### src/rtl/uba_intr_pkg.sv
// UBA interrupt block shared definitions.
// FSM states, timeout limit and bus-request bit positions.
package uba_intr_pkg;

  typedef enum logic [1:0] {
    IDLE  = 2'd0,
    GRANT = 2'd1,
    DONE  = 2'd2
  } state_t;

  localparam logic [5:0] TMO_LIMIT = 6'd63;

  localparam int BR7 = 3;
  localparam int BR6 = 2;
  localparam int BR5 = 1;
  localparam int BR4 = 0;

endpackage

### src/rtl/uba_intr_if.sv
// UBA interrupt block signal bundle.
// master drives requests/acks, slave is the interrupt block.
interface uba_intr_if;
  import uba_intr_pkg::*;

  logic [3:0]  devINTR;
  logic [17:0] devVECT;
  logic        devVECTVLD;
  logic [2:0]  regPIH;
  logic [2:0]  regPIL;
  logic        statINI;
  logic        ackREQ;
  logic [2:0]  ackPI;
  logic        statINTHI;
  logic        statINTLO;
  logic [6:0]  busINTR;
  logic [3:0]  devACK;
  logic        ackVALID;
  logic [17:0] busVECT;
  logic        busVECTVLD;
  logic        setTMO;

  modport master (
    output devINTR, devVECT, devVECTVLD,
    output regPIH, regPIL, statINI,
    output ackREQ, ackPI,
    input  statINTHI, statINTLO, busINTR,
    input  devACK, ackVALID,
    input  busVECT, busVECTVLD, setTMO
  );

  modport slave (
    input  devINTR, devVECT, devVECTVLD,
    input  regPIH, regPIL, statINI,
    input  ackREQ, ackPI,
    output statINTHI, statINTLO, busINTR,
    output devACK, ackVALID,
    output busVECT, busVECTVLD, setTMO
  );

endinterface

### src/rtl/uba_intr_prio.sv
// Grant selection for an interrupt acknowledge.
// HI level beats LO; within a level the higher BR wins.
module uba_intr_prio
  import uba_intr_pkg::*;
(
  input  logic [3:0] req,
  input  logic       statHi,
  input  logic       statLo,
  input  logic [2:0] regPIH,
  input  logic [2:0] regPIL,
  input  logic [2:0] ackPI,
  output logic [3:0] grant,
  output logic       hit
);

  logic hiOk;
  logic loOk;

  assign hiOk = statHi && (regPIH != 3'd0)
             && (ackPI == regPIH);
  assign loOk = statLo && (regPIL != 3'd0)
             && (ackPI == regPIL);

  // pick one-hot grant from the qualifying level
  always_comb begin
    grant = '0;
    hit   = 1'b0;
    unique case (1'b1)
      hiOk: begin
        hit = 1'b1;
        if (req[BR7]) grant[BR7] = 1'b1;
        else          grant[BR6] = 1'b1;
      end
      (!hiOk && loOk): begin
        hit = 1'b1;
        if (req[BR5]) grant[BR5] = 1'b1;
        else          grant[BR4] = 1'b1;
      end
      default: begin
        grant = '0;
        hit   = 1'b0;
      end
    endcase
  end

endmodule

### src/rtl/uba_intr.sv
// UBA interrupt controller: status, PI requests,
// bus grant and vector return with timeout.
module uba_intr
  import uba_intr_pkg::*;
(
  input logic  clk,
  input logic  rst,
  uba_intr_if.slave bus
);

  state_t     state;
  state_t     stateNxt;
  logic [3:0] reqQ;
  logic [5:0] cnt;
  logic [3:0] grant;
  logic       hit;
  logic       grantLd;
  logic       vecLd;
  logic       tmoHit;
  logic [6:0] piVec;

  // status bits come from the sampled requests
  assign bus.statINTHI = reqQ[BR7] | reqQ[BR6];
  assign bus.statINTLO = reqQ[BR5] | reqQ[BR4];

  uba_intr_prio u_prio (
    .req    (reqQ),
    .statHi (bus.statINTHI),
    .statLo (bus.statINTLO),
    .regPIH (bus.regPIH),
    .regPIL (bus.regPIL),
    .ackPI  (bus.ackPI),
    .grant  (grant),
    .hit    (hit)
  );

  // map pending status onto the assigned PI levels
  always_comb begin
    piVec = '0;
    if (bus.statINTHI && bus.regPIH != 3'd0)
      piVec[bus.regPIH - 3'd1] = 1'b1;
    if (bus.statINTLO && bus.regPIL != 3'd0)
      piVec[bus.regPIL - 3'd1] = 1'b1;
  end

  // acknowledge FSM next state
  always_comb begin
    stateNxt = state;
    grantLd  = 1'b0;
    vecLd    = 1'b0;
    tmoHit   = 1'b0;
    case (state)
      IDLE: begin
        if (bus.ackREQ && hit) begin
          stateNxt = GRANT;
          grantLd  = 1'b1;
        end
      end
      GRANT: begin
        if (bus.devVECTVLD) begin
          vecLd    = 1'b1;
          stateNxt = DONE;
        end else if (cnt == TMO_LIMIT) begin
          tmoHit   = 1'b1;
          stateNxt = DONE;
        end
      end
      DONE: begin
        if (!bus.ackREQ) stateNxt = IDLE;
      end
      default: stateNxt = IDLE;
    endcase
  end

  // state register; initialize acts as sync reset
  always_ff @(posedge clk or posedge rst) begin
    if (rst)              state <= IDLE;
    else if (bus.statINI) state <= IDLE;
    else                  state <= stateNxt;
  end

  // datapath registers and output pulses
  always_ff @(posedge clk or posedge rst) begin
    if (rst) begin
      reqQ           <= '0;
      cnt            <= '0;
      bus.busINTR    <= '0;
      bus.devACK     <= '0;
      bus.ackVALID   <= 1'b0;
      bus.busVECT    <= '0;
      bus.busVECTVLD <= 1'b0;
      bus.setTMO     <= 1'b0;
    end else if (bus.statINI) begin
      reqQ           <= '0;
      cnt            <= '0;
      bus.busINTR    <= '0;
      bus.devACK     <= '0;
      bus.ackVALID   <= 1'b0;
      bus.busVECT    <= '0;
      bus.busVECTVLD <= 1'b0;
      bus.setTMO     <= 1'b0;
    end else begin
      reqQ           <= bus.devINTR;
      bus.busINTR    <= piVec;
      bus.busVECTVLD <= 1'b0;
      bus.setTMO     <= 1'b0;
      if (grantLd) begin
        bus.devACK   <= grant;
        bus.ackVALID <= 1'b1;
        cnt          <= '0;
      end
      if (state == GRANT) begin
        cnt <= cnt + 6'd1;
        if (vecLd || tmoHit) begin
          bus.devACK     <= '0;
          bus.busVECTVLD <= 1'b1;
          bus.busVECT    <= vecLd ? bus.devVECT : '0;
          bus.setTMO     <= tmoHit;
        end
      end
      if (state == DONE && !bus.ackREQ)
        bus.ackVALID <= 1'b0;
    end
  end

endmodule

### src/flat_wrapper.sv
// flat-port wrapper written by rule: the top's interface ports become plain ports
module uba_intr_flat import uba_intr_pkg::*;
  (clk, rst, bus_devINTR, bus_devVECT, bus_devVECTVLD, bus_regPIH, bus_regPIL, bus_statINI, bus_ackREQ, bus_ackPI, bus_statINTHI, bus_statINTLO, bus_busINTR, bus_devACK, bus_ackVALID, bus_busVECT, bus_busVECTVLD, bus_setTMO);
  uba_intr_if bus_i ();
  input logic clk;
  input logic rst;
  input wire logic [$bits(bus_i.devINTR)-1:0] bus_devINTR;
  input wire logic [$bits(bus_i.devVECT)-1:0] bus_devVECT;
  input wire logic [$bits(bus_i.devVECTVLD)-1:0] bus_devVECTVLD;
  input wire logic [$bits(bus_i.regPIH)-1:0] bus_regPIH;
  input wire logic [$bits(bus_i.regPIL)-1:0] bus_regPIL;
  input wire logic [$bits(bus_i.statINI)-1:0] bus_statINI;
  input wire logic [$bits(bus_i.ackREQ)-1:0] bus_ackREQ;
  input wire logic [$bits(bus_i.ackPI)-1:0] bus_ackPI;
  output wire logic [$bits(bus_i.statINTHI)-1:0] bus_statINTHI;
  output wire logic [$bits(bus_i.statINTLO)-1:0] bus_statINTLO;
  output wire logic [$bits(bus_i.busINTR)-1:0] bus_busINTR;
  output wire logic [$bits(bus_i.devACK)-1:0] bus_devACK;
  output wire logic [$bits(bus_i.ackVALID)-1:0] bus_ackVALID;
  output wire logic [$bits(bus_i.busVECT)-1:0] bus_busVECT;
  output wire logic [$bits(bus_i.busVECTVLD)-1:0] bus_busVECTVLD;
  output wire logic [$bits(bus_i.setTMO)-1:0] bus_setTMO;
  assign bus_i.devINTR = bus_devINTR;
  assign bus_i.devVECT = bus_devVECT;
  assign bus_i.devVECTVLD = bus_devVECTVLD;
  assign bus_i.regPIH = bus_regPIH;
  assign bus_i.regPIL = bus_regPIL;
  assign bus_i.statINI = bus_statINI;
  assign bus_i.ackREQ = bus_ackREQ;
  assign bus_i.ackPI = bus_ackPI;
  assign bus_statINTHI = bus_i.statINTHI;
  assign bus_statINTLO = bus_i.statINTLO;
  assign bus_busINTR = bus_i.busINTR;
  assign bus_devACK = bus_i.devACK;
  assign bus_ackVALID = bus_i.ackVALID;
  assign bus_busVECT = bus_i.busVECT;
  assign bus_busVECTVLD = bus_i.busVECTVLD;
  assign bus_setTMO = bus_i.setTMO;
  uba_intr u_core (.clk(clk), .rst(rst), .bus(bus_i));
endmodule
### config.mk
export PLATFORM = sky130hd
export DESIGN_NAME = uba_intr_flat
export DESIGN_NICKNAME = d
export VERILOG_FILES = /design/src/rtl/uba_intr_pkg.sv /design/src/rtl/uba_intr_if.sv /design/src/rtl/uba_intr_prio.sv /design/src/rtl/uba_intr.sv /design/src/flat_wrapper.sv
export SDC_FILE = /design/constraint.sdc
export NUM_CORES = 1
export LEC_CHECK = 0
export BUFFER_PORTS_ARGS = -buffer_cell sky130_fd_sc_hd__buf_4
export CORE_MARGIN = 3
export CORE_UTILIZATION = 52
export DETAILED_ROUTE_END_ITERATION = 6
export PLACE_DENSITY = 0.82
export REMOVE_ABC_BUFFERS = 1
export SLEW_MARGIN = 20
export SYNTH_ARGS = -nofsm -noshare
export SYNTH_HDL_FRONTEND = slang
export SYNTH_SLANG_ARGS = --single-unit
### constraint.sdc
create_clock -name clk -period 2.45 [get_ports clk]
set_input_delay 0.3675 -clock clk [delete_from_list [all_inputs] [get_ports clk]]
set_output_delay 0.3675 -clock clk [all_outputs]
set_load 0.02 [all_outputs]
# ---- After elaboration in Yosys (flattened, before gate mapping)
# Cells that the tools add are included.
dict set report word_totals {
  reg_bits 44
  out_inout_bits 34
  elab_cells 97
}
dict set report classes {
  add_sub_neg 3
  n_lt_le_gt_ge 4
  eq_ne 8
  mux 48
  bitwise_logic 3
  n_reduce_logical 22
}
# operator n
set op_table {}
lappend op_table {{18-bit 2-to-1 mux} 4}
lappend op_table {{1-bit 2-to-1 mux} 23}
lappend op_table {{7-bit 2-to-1 mux} 3}
lappend op_table {{4-bit 2-to-1 mux} 5}
lappend op_table {{6-bit 2-to-1 mux} 3}
lappend op_table {{2-bit 2-to-1 mux} 7}
lappend op_table {{3-bit nonzero test} 4}
lappend op_table {{1-bit logical AND} 9}
lappend op_table {{3-bit by 4-bit less-than comparator with 1-bit output (second input constant)} 2}
lappend op_table {{7-bit OR} 1}
lappend op_table {{6-bit by 1-bit adder with 6-bit output (second input constant)} 1}
lappend op_table {{1-bit demux with 3-bit select} 2}
lappend op_table {{3-bit equality test} 2}
lappend op_table {{6-bit equality test (second input constant)} 1}
lappend op_table {{3-bit by 1-bit >= comparator with 1-bit output (second input constant)} 2}
lappend op_table {{2-bit one-hot mux with 3 select lines} 1}
lappend op_table {{3-bit by 1-bit subtractor with 3-bit output (second input constant)} 2}
lappend op_table {{4-bit by 3-bit != test with 1-bit output (second input constant)} 1}
lappend op_table {{2-bit nonzero test} 2}
lappend op_table {{3-bit by 2-bit != test with 1-bit output (second input constant)} 1}
lappend op_table {{3-bit != test (second input constant)} 1}
lappend op_table {{3-bit AND reduction} 1}
lappend op_table {{2-bit by 1-bit equality test with 1-bit output (second input constant)} 1}
lappend op_table {{2-bit equality test (second input constant)} 1}
lappend op_table {{other kinds (6)} 8}

# ---- Logic depth before layout (Yosys ltp)
# Gate-level depths: netlist of run 1.
dict set report logic_depth {
  word_depth 14
  depth_mapped 7
}

# ---- By module
# Synthesis of run 1 repeated with hierarchy kept, for this count alone.
dict set report unflattened {
  cells_unflattened 228
  area_unflattened_um2 2198.4
}
# module n_inst cells_each area_per_inst_um2
set modules_own_cells {}
lappend modules_own_cells {uba_intr 1 208 2058.2}
lappend modules_own_cells {uba_intr_prio 1 20 140.1}

# ---- Least setup slack after synthesis of run 1
# Ideal clock, no wire load.
dict set report synth_path {
  path_kind {input-to-reg}
  startpoint {input port bus_regPIH[0]}
  endpoint {register u_core.bus.devACK[3]}
  setup_time_ps 77
  arrival_ps 1552
  path_slack_ps 821
  cell_stages 6
  cell_sequence {inv_1 > ha_1 > a2111oi_4 > nand2_1 > or3_1 > a21oi_1}
}
dict set report synth_via {
  elab_chain_len 14
  word_cells_on_any_way 16
}
# item line
set synth_rtl {}
lappend synth_rtl {{start, declared} flat_wrapper.sv:10} ;# input wire logic [$bits(bus_i.regPIH)-1:0] bus_regPIH;
lappend synth_rtl {{3-bit nonzero test} uba_intr_prio.sv:19} ;# assign hiOk = statHi && (regPIH != 3'd0)
lappend synth_rtl {{1-bit logical AND} uba_intr_prio.sv:19}
lappend synth_rtl {{1-bit logical AND *} uba_intr_prio.sv:20} ;# && (ackPI == regPIH);
lappend synth_rtl {{1-bit zero test} uba_intr_prio.sv:34} ;# (!hiOk && loOk): begin
lappend synth_rtl {{1-bit logical AND} uba_intr_prio.sv:34}
lappend synth_rtl {{2-bit OR reduction (no source line)} --}
lappend synth_rtl {{1-bit 2-to-1 mux} uba_intr_prio.sv:28} ;# unique case (1'b1)
lappend synth_rtl {{1-bit logical AND} uba_intr.sv:54} ;# if (bus.ackREQ && hit) begin
lappend synth_rtl {{1-bit 2-to-1 mux} uba_intr.sv:54}
lappend synth_rtl {{1-bit 2-to-1 mux} uba_intr.sv:52} ;# case (state)
lappend synth_rtl {{4-bit 2-to-1 mux *} uba_intr.sv:107} ;# if (grantLd) begin
lappend synth_rtl {{4-bit 2-to-1 mux} uba_intr.sv:114} ;# if (vecLd || tmoHit) begin
lappend synth_rtl {{4-bit 2-to-1 mux *} uba_intr.sv:112} ;# if (state == GRANT) begin
lappend synth_rtl {{4-bit 2-to-1 mux *} uba_intr.sv:93} ;# end else if (bus.statINI) begin
lappend synth_rtl {{end signal, assigned} uba_intr.sv:108} ;# bus.devACK <= grant;
lappend synth_rtl {{end, declared} uba_intr_if.sv:37} ;# output devACK, ackVALID,
# Mark *: on every way between the ends. The rest lies on a longest branch, timed or not.
# A chain may end at the register's enable or synchronous reset.

# ---- Worst setup path after layout of run 1
dict set report layout_path {
  startpoint {register u_core.cnt[0]}
  endpoint {register u_core.bus.devACK[1]}
}
dict set report layout_via {
  elab_chain_len 8
}
# item line
set layout_rtl {}
lappend layout_rtl {{start, declared} uba_intr.sv:14} ;# logic [5:0] cnt;
lappend layout_rtl {{start signal, assigned} uba_intr.sv:113} ;# cnt <= cnt + 6'd1;
lappend layout_rtl {{6-bit equality test} uba_intr.sv:63} ;# end else if (cnt == TMO_LIMIT) begin
lappend layout_rtl {{1-bit 2-to-1 mux} uba_intr.sv:63}
lappend layout_rtl {{1-bit 2-to-1 mux} uba_intr.sv:60} ;# if (bus.devVECTVLD) begin
lappend layout_rtl {{1-bit 2-to-1 mux} uba_intr.sv:52}
lappend layout_rtl {{1-bit logical OR} uba_intr.sv:114}
lappend layout_rtl {{4-bit 2-to-1 mux} uba_intr.sv:114}
lappend layout_rtl {{4-bit 2-to-1 mux} uba_intr.sv:112}
lappend layout_rtl {{4-bit 2-to-1 mux} uba_intr.sv:93}
# No other way between the ends.

==> results.md, run 1 <==
Outcome:
- The run finished with clean final reports.

Clock tree:
- For the worst-skew pair, the clock arrives at the later sink with an insertion delay of ~300 ps.
- CTS built an H-tree with a depth of 2.
- The clock tree from TritonCTS is done.
- Counting the buffers created by CTS gives 5.
- The hold-fix buffer count after cts is 0.
- The clock drives 44 sinks.
- The number of setup buffers added after CTS is 0.
- The quantity of gates resized following cts is 0.
- The clock passes through at most 2 buffers.
- Clock-pin slew was measured on the worst setup and hold paths at approximately 90 ps.
- The buffer cell driving the clock tree root is sky130_fd_sc_hd__clkbuf_8.

Setup path:
- The critical path capture point is u_core.bus.devACK[1]$_DFF_PP0_.
- The setup check on the worst reg-to-reg path leaves a slack of 750 ps.
- The startpoint identified for the worst register-to-register timing path is u_core.cnt[0]$_DFFE_PP0P_.
- The type of destination of the critical path is a flip-flop.
- The biggest fanout along the worst timing path is 21.
- The launching instance or port of the critical path is u_core.cnt[0]$_DFFE_PP0P_.
- At the worst endpoint, the arrival time is 1920 ps.
- For the worst flop-to-flop path, the logic depth is 6.
- The worst register-to-register path ends at u_core.bus.devACK[1]$_DFF_PP0_.
- The element type at the critical path start is a flip-flop.
- The worst setup path is of the flip-flop to flip-flop kind.
- The critical path data required time is approximately 2700 ps.

Timing:
- At the pin with the least slew margin, the transition time is between 500 and 600 ps.
- Measured against its own limit, the worst slew margin works out to 0.6293.
- Across the routed clock network, the largest skew measured is 10.78 ps.
- Of the available clock period, the critical path in the final layout requires 0.6942.
- Setup violations remaining at the end of the flow were counted as 0.
- The total count of max-transition violations in the final report is 0.
- Setup repair after global routing left no endpoint under its margin.
- The number of hold violations in the final report is 0.
- The clock period could shrink to ~1700 ps.
- After routing, the total negative slack on setup checks comes to 0 ps.
- The worst setup margin is 749.2 ps.
- The worst hold slack is 196.8 ps.
- For this run, the top clock speed supported by timing is slightly below 0.6 GHz.

Global routing:
- Entering global routing, the biggest net connects 45 pins.
- The via count of the first global-routing pass was 1767.
- The number of antenna violations at the first check in global routing is 0.
- The first global-routing pass estimated between 8000 and 9000 um of wire.
- For this run, the total global-route usage over all layers was measured as 0.2127.
- The total global routing overflow is 0.

Floorplanning:
- The starting utilization of the core area is 0.5548.
- The initialized floorplan defines 22 standard-cell rows.
- The number of top-level design ports is 70.
- The die area is around 4800 sq um.
- The x dimension of the die is roughly 70 um.
- The vertical die dimension is ~69 um.
- The total core area is about 3700 sq um.

Routing:
- Dividing the detail-routed via count by the number of cells gives 5.551.
- After detailed routing, the average wire length per cell comes to approximately 16 um.
- The total number of vias is between 1500 and 2000.
- The detailed router finished its first iteration with ~180 violations.
- The remaining antenna violation count is 0.
- The first-pass iteration count of the detailed router is 4.
- After detailed routing, the number of remaining DRC violations is 0.
- The routed design has slightly below 5000 um of wire.

Synthesis:
- The share of Yosys cell area claimed by the top area cell type is 0.5301.
- The share of the Yosys chip area taken by registers is 0.5301.
- The flip-flop and latch count after synthesis is 44.
- The average instance in the mapped netlist occupies about 11 sq um.
- The cell taking the most area after synthesis is sky130_fd_sc_hd__dfrtp_1.
- Yosys mapped a number of flops with a built-in enable equal to 0.
- By count the netlist is led by 44 x sky130_fd_sc_hd__dfrtp_1, 18 x sky130_fd_sc_hd__a22o_1, 15 x sky130_fd_sc_hd__a21oi_1.
- The synthesized instance count is 193.
- Yosys attributes the largest share of cell area to sky130_fd_sc_hd__dfrtp_1 53%, sky130_fd_sc_hd__a22o_1 7.6%, sky130_fd_sc_hd__a21oi_1 3.6%, sky130_fd_sc_hd__ha_1 3.0%, sky130_fd_sc_hd__xor2_1 3.0%.
- For this run, the leading register cell type out of synthesis is sky130_fd_sc_hd__dfrtp_1.
- The warning count from the yosys run is 0.
- The combined area of all synthesized cells is approximately 2100 sq um.
- The count of distinct cell types in the synthesized netlist is 38.
- After synthesis, the share of flip-flops with an asynchronous set or reset is 1.000.
- Among all cell types in the netlist, the one instantiated most often is sky130_fd_sc_hd__dfrtp_1.

Layout:
- The final layout net count is a little over 300.
- The layout has approximately 290 filler cells.
- The number of antenna diodes in the final layout is 0.
- From synthesis to final layout, the design area changed by 32.47%.
- The fraction of final layout cells sized beyond drive strength 1 is 0.3220.

Place:
- The congestion estimate from routability-driven global placement came to between 0.7 and 0.8.
- The count of input and output buffers is between 60 and 70.
- Once detailed placement completed, the half-perimeter wirelength came to 3659 um.
- At the placement stage, the worst setup path has a slack of 596.6 ps.

Job:
- Across the run, the number of max-cap violations was 0.

Power:
- The analysis attributes to cell leakage a power of 0.001363 uW.
- The total power per unit cell area is approximately 540 nW/um^2.
- VDD sags by at most about 380 uV.

Hold path:
- In this run the worst hold path is classified as input pin to asynchronous set/reset pin.
==> per-stage QoR <==
| stage | cells | power (uW) | instance area [sq um] | utilization |
|---|---|---|---|---|
| detailed placement | 306 | 971.7 | 2653 | 0.7086 |
| global placement | 306 | 966.7 | 2653 | 0.7086 |
| finish | 312 | 1481 | 2751 | 0.7350 |
| CTS | 312 | 1487 | 2751 | 0.7350 |
| floorplan | 185 | 868.4 | 2044 | - |
| global route | 312 | 1542 | 2751 | 0.7350 |
==> layout by cell type (no fill, tap or decap), types with 6 or more instances in the layout <==
cell and n:
sky130_fd_sc_hd__nand2_1 12, sky130_fd_sc_hd__nand4_1 6, sky130_fd_sc_hd__dfrtp_1 44, sky130_fd_sc_hd__inv_1 10, sky130_fd_sc_hd__nand3_1 8, sky130_fd_sc_hd__nor2_1 11
sky130_fd_sc_hd__o211ai_1 7, sky130_fd_sc_hd__a22o_1 18, sky130_fd_sc_hd__buf_4 73, sky130_fd_sc_hd__xor2_1 7, sky130_fd_sc_hd__a21oi_1 15
==> worst min-delay path by stage <==
stage | slack, ps | startpoint | cells after the start | end
2_1_floorplan | 430 | bus_statINI | 1 | u_core.bus.busINTR[0]$_DFF_PP0_
3_3_place_gp | 480 | u_core.bus.ackVALID$_DFFE_PP0P_ | 1 | u_core.bus.ackVALID$_DFFE_PP0P_
3_5_place_dp | 480 | u_core.bus.ackVALID$_DFFE_PP0P_ | 1 | u_core.bus.ackVALID$_DFFE_PP0P_
4_1_cts | 230 | rst | 3 | u_core.bus.busVECT[5]$_DFFE_PP0P_
5_1_grt | 240 | bus_devVECTVLD | 2 | u_core.bus.setTMO$_DFF_PP0_
6_report | 200 | rst | 3 | u_core.bus.busVECT[5]$_DFFE_PP0P_
==> power by group <==
part	switching, uW	internal [uW]	total, uW
Clock	231	293	523
Combinational	120	90.6	211
Sequential	7.18	739	747
Total	358	1120	1480
==> registers in the layout, summed over array words and instances, names as in the netlist <==
register	flops
u_core.bus.ackVALID	1
u_core.bus.busINTR	7
u_core.bus.busVECT	18
u_core.bus.busVECTVLD	1
u_core.bus.devACK	4
u_core.bus.setTMO	1
u_core.cnt	6
u_core.reqQ	4
u_core.state	2
==> per-layer routing <==
layer / up-vias / track usage / share of wire
li1: 837 / - / -
met3: 9 / 0.03623 / 0.047
met2: 47 / 0.3443 / 0.52
met4: 0 / 0.08460 / 0.016
met1: 839 / 0.2848 / 0.42
met5: - / 0 / 0
==> logic make-up after synthesis <==
logic type | Yosys count | synth area share
and+or+nand+nor | 60 | 0.1536
AOI/OAI and AO/OA | 54 | 0.2018
DFF | 44 | 0.5301
buffers and inverters | 18 | 0.03374
xor gates and xnor gates | 12 | 0.05060
adders and majority gates | 5 | 0.03012
==> layout make-up <==
| cell class | count | area [sq um] | share of cell area |
|---|---|---|---|
| clock buffer | 5 | 68.82 | 0.02501 |
| clock inverter | 1 | 30.03 | 0.01091 |
| inverter | 10 | 37.54 | 0.01364 |
| multi-input combinational | 131 | 905.9 | 0.3292 |
| sequential | 44 | 1101 | 0.4002 |
| tap | 48 | 60.06 | 0.02183 |
| timing repair buffer | 73 | 548.0 | 0.1992 |
==> worst max-delay path, stage by stage (launching register included) <==
cell and delay, ps:
sky130_fd_sc_hd__dfrtp_1 410, sky130_fd_sc_hd__ha_1 270, sky130_fd_sc_hd__a41o_1 260, sky130_fd_sc_hd__a21oi_2 200, sky130_fd_sc_hd__buf_4 260, sky130_fd_sc_hd__nand2_1 80, sky130_fd_sc_hd__o22ai_1 140
Power figures use the tool's default switching activity.
==> run 2, diff against run 1 <==
--- a/config.mk
+++ b/config.mk
@@ -7,9 +7,9 @@
 export LEC_CHECK = 0
 export BUFFER_PORTS_ARGS = -buffer_cell sky130_fd_sc_hd__buf_4
 export CORE_MARGIN = 3
-export CORE_UTILIZATION = 52
+export CORE_UTILIZATION = 45
 export DETAILED_ROUTE_END_ITERATION = 6
-export PLACE_DENSITY = 0.82
+export PLACE_DENSITY = 0.75
 export REMOVE_ABC_BUFFERS = 1
 export SLEW_MARGIN = 20
 export SYNTH_ARGS = -nofsm -noshare
==> constraint.sdc (replaced) <==
create_clock -name clk -period 1.45 [get_ports clk]
set_input_delay 0.2175 -clock clk [delete_from_list [all_inputs] [get_ports clk]]
set_output_delay 0.2175 -clock clk [all_outputs]
set_load 0.02 [all_outputs]
==> run 2 against run 1 <==
  * The flow now finishes with violations (negative setup slack)
  * First-iteration DRC count down 44%
  * Sequential power is 69% higher
  * Wire length rose by 5.6%
  * Die area is 14% higher
  * Final area increased by 14%
  * Highest routed layer unchanged
==> results.md, run 2 (same netlist as run 1, synthesis figures left out) <==
Outcome:
- The flow ran to the end, but the final reports show violations.
- The checks that failed: negative setup slack.

Layout:
- The footprint of the flip-flops and latches is 1101 sq um (unchanged).
- In the layout the commonest cells are 103 x sky130_fd_sc_hd__buf_4, 44 x sky130_fd_sc_hd__dfrtp_1, 18 x sky130_fd_sc_hd__a22o_1, 13 x sky130_fd_sc_hd__a21oi_1, 10 x sky130_fd_sc_hd__nand2_1.
- The largest registers in the layout are u_core.bus.busVECT (18), u_core.bus.busINTR (7), u_core.cnt (6).
- Leaving out fill and tap cells, the most frequent cell in the layout is sky130_fd_sc_hd__buf_4.
- The post-route cell area came to 3144 sq um (+14%).
- The register with the most flip-flops is u_core.bus.busVECT.
- The post-layout instance count excluding filler cells is 352 (+13%).
- Compared with the post-synthesis result, the final layout area differs by 51.39%.
- The number of flip-flops under the largest register name is 18 (unchanged).
- The number of inserted diodes is 0 (unchanged).
- The final layout net count is 340 (+11%).
- The final-layout fill cell count is 315 (+7.9%).
- The fraction of final layout cells sized beyond drive strength 1 came to 0.4433 (+0.1214).
- The area of combinational cells with multiple inputs was 991.0 sq um (+9.4%).

Global routing:
- The number of antenna violations at the first check in global routing was 0 (unchanged).
- The maximum number of pins on one net before global-route repair is 45 (unchanged).
- The via count of the first global-routing pass is 1815 (+2.7%).
- The total global routing overflow is 0 (unchanged).
- The global-route wire length before repair is 8314 um (about the same).
- The global-route usage over all layers was 0.1958 (-0.01689).

Timing:
- The worst hold slack is 87.48 ps (-109.4 ps).
- The maximum clock skew at final layout is 10.61 ps (-0.1707 ps).
- Setup repair after global routing could not meet its margin everywhere.
- The number of hold violations in the final report is 0 (unchanged).
- The final critical-path required period is 1481 ps (-220.0 ps).
- The accumulated negative setup slack was -189.8 ps (-189.8 ps).
- The count of endpoints failing setup in the final report is 15 (+15).
- The total count of max-transition violations in the final report is 0 (unchanged).
- The worst setup margin is -30.80 ps (-780.0 ps).
- The share of the cycle needed by the critical path after routing is 1.021 (+0.3270).
- The maximum clock frequency came to 0.6753 GHz (+15%).
- The slew at the pin with the worst max-slew slack is 417.3 ps (-138.7 ps).
- The normalized max-slew margin was 0.7198 (+0.09047).

Power:
- The largest voltage drop on the vdd net was 451.2 uV (+18%).
- The power share of the clock group is 0.356 (+0.003).
- The leakage dissipation is 0.001559 uW (+14%).
- The switching power as a share of total power is 0.2518 (+0.01005).
- The power share of the combinational group is 0.170 (+0.028).
- The share of total power in sequential cells came to 0.474 (-0.030).
- The internal power contribution is 1991 uW (+77%).
- The switching power was 670.2 uW (+87%).
- The total power per unit cell area is 846.4 nW/um^2 (+57%).

Floorplanning:
- The starting utilization of the core area is 0.4705 (-0.08429).
- The total core area is 4414 sq um (+18%).
- The vertical die dimension is 73.94 um (+6.8%).
- The cell row count came to 24 (+9.1%).
- The number of top-level design ports came to 70 (unchanged).
- The die area is 5466 sq um (+14%).
- The x dimension of the die is 73.94 um (+6.8%).

Place:
- The count of input and output buffers is 69 (unchanged).
- The total placed cells including tap cells is 338 (+10%).
- The last weighted congestion value of the routability-driven placer is 0.7775 (+1.5%).
- The area of placed instances is 2893 sq um (+9.1%).
- The worst slack at placement is -213.8 ps (-810.4 ps).
- The HPWL reported at the end of detailed placement is 3789 um (+3.5%).

Routing:
- The total number of vias was 1862 (+7.5%).
- The remaining antenna violation count is 0 (unchanged).
- The post-detailed-route wirelength per cell came to 14.70 um (-6.4%).
- The first-pass iteration count of the detailed router came to 4 (unchanged).
- The highest layer touched by signal routing is met4.
- The number of design-rule violations left by the first detailed-router iteration is 99 (-44%).
- The sum of met2 wire segment lengths after detailed routing was 2828 um (+12%).
- The total length of routed wires is 5174 um (+5.6%).
- The DRC violations left is 0 (unchanged).
- The mean number of vias per cell is 5.290 (-4.7%).
- The met3 wire length is 158 um (-31%).
- The detailed-routing wirelength on met1 came to 2126 um (+3.4%).

Clock tree:
- The sink count of the clock tree is 44 (unchanged).
- The cell sitting at the root of the clock tree is a sky130_fd_sc_hd__clkbuf_8.
- The worst-skew pair later-pin latency is 300 ps (about the same).
- The largest buffer count on any clock path came to 2 (unchanged).
- The clock slew at the register clock pins of the worst setup and hold paths was 80 ps (about the same).
- The CTS buffer count is 5 (unchanged).
- TritonCTS built the clock tree.
- The number of levels the H-tree was split into is 2 (unchanged).

Setup path:
- The setup path with the least slack is of type flip-flop to flip-flop.
- The element type at the critical path start is a flip-flop.
- The critical path data required time is 1660 ps (-1000 ps).
- STA classifies the critical path endpoint as a flip-flop.
- The biggest fanout along the worst timing path is 5 (-76%).
- The data arrival time of the critical path is 1700 ps (-220 ps).

Hold path:
- The classification of the worst-slack hold path is input pin to flip-flop.

Job:
- The max-cap violation count is 0 (unchanged).
-- run 2: cell count changes in the layout (fill, tap and decap cells not counted), sizes merged --
| cell | previous run | this run |
|---|---|---|
| clkinvlp | 0 | 1 |
| clkinv | 0 | 1 |
| buf | 73 | 106 |
| dlygate4sd3 | 0 | 1 |
-- run 2: area by class of cell --
cell class | count | share of cell area
Clock buffer | 5 | 0.02189
Clock inverter | 3 | 0.01472
Inverter | 10 | 0.01194
Multi-Input combinational cell | 131 | 0.3152
Sequential cell | 44 | 0.3502
Tap cell | 52 | 0.02069
Timing Repair Buffer | 107 | 0.2654
-- run 2: power groups by stage --
| stage | logic [uW] | clock network [uW] | registers (uW) |
|---|---|---|---|
| floorplan | 163 | 0 | 1300 |
| global placement | 407 | 0 | 1280 |
| detailed placement | 415 | 0 | 1280 |
| CTS | 433 | 973 | 1260 |
| global route | 494 | 1020 | 1270 |
| finish | 451 | 947 | 1260 |
-- run 2: per-layer routing --
layer | track usage | vias to the layer above
met5 | 0 | -
li1 | - | 905
met3 | 0.03243 | 6
met4 | 0.05433 | 0
met2 | 0.3474 | 33
met1 | 0.2463 | 918
-- run 2: worst paths after layout --
path,cells past startpoint,slack [ps],end,startpoint
max in group asynchronous,4,730,u_core.bus.devACK[3]$_DFF_PP0_,rst
max reg2reg,6,-30,u_core.bus.devACK[1]$_DFF_PP0_,u_core.cnt[0]$_DFFE_PP0P_
min in group asynchronous,4,510,u_core.bus.busVECTVLD$_DFF_PP0_,rst
min,2,90,u_core.bus.setTMO$_DFF_PP0_,bus_devVECTVLD
max,6,-30,u_core.bus.devACK[1]$_DFF_PP0_,u_core.cnt[0]$_DFFE_PP0P_
min reg2reg,1,510,u_core.bus.ackVALID$_DFFE_PP0P_,u_core.bus.ackVALID$_DFFE_PP0P_
-- run 2: repair_timing --
item	CTS	global route
hold buffers	1	0
pin swaps	3	8
setup endpoints to repair	24	30
endpoints found under the hold margin	44	0
gates resized for setup	9	10
setup buffers	1	4
-- run 2: stage by stage --
step | power (uW) | utilization
after floorplan | 1467 | -
final | 2661 | 0.7123
after global routing | 2781 | 0.7123
after global placement | 1691 | 0.6553
after CTS | 2668 | 0.6961
after detailed placement | 1700 | 0.6553
-- run 2: worst max-delay path, stage by stage, from the launching register on --
cell	delay [ps]
sky130_fd_sc_hd__dfrtp_1	410
sky130_fd_sc_hd__ha_2	210
sky130_fd_sc_hd__a41o_4	240
sky130_fd_sc_hd__a21oi_4	180
sky130_fd_sc_hd__buf_4	150
sky130_fd_sc_hd__nand2_1	50
sky130_fd_sc_hd__o22ai_1	150
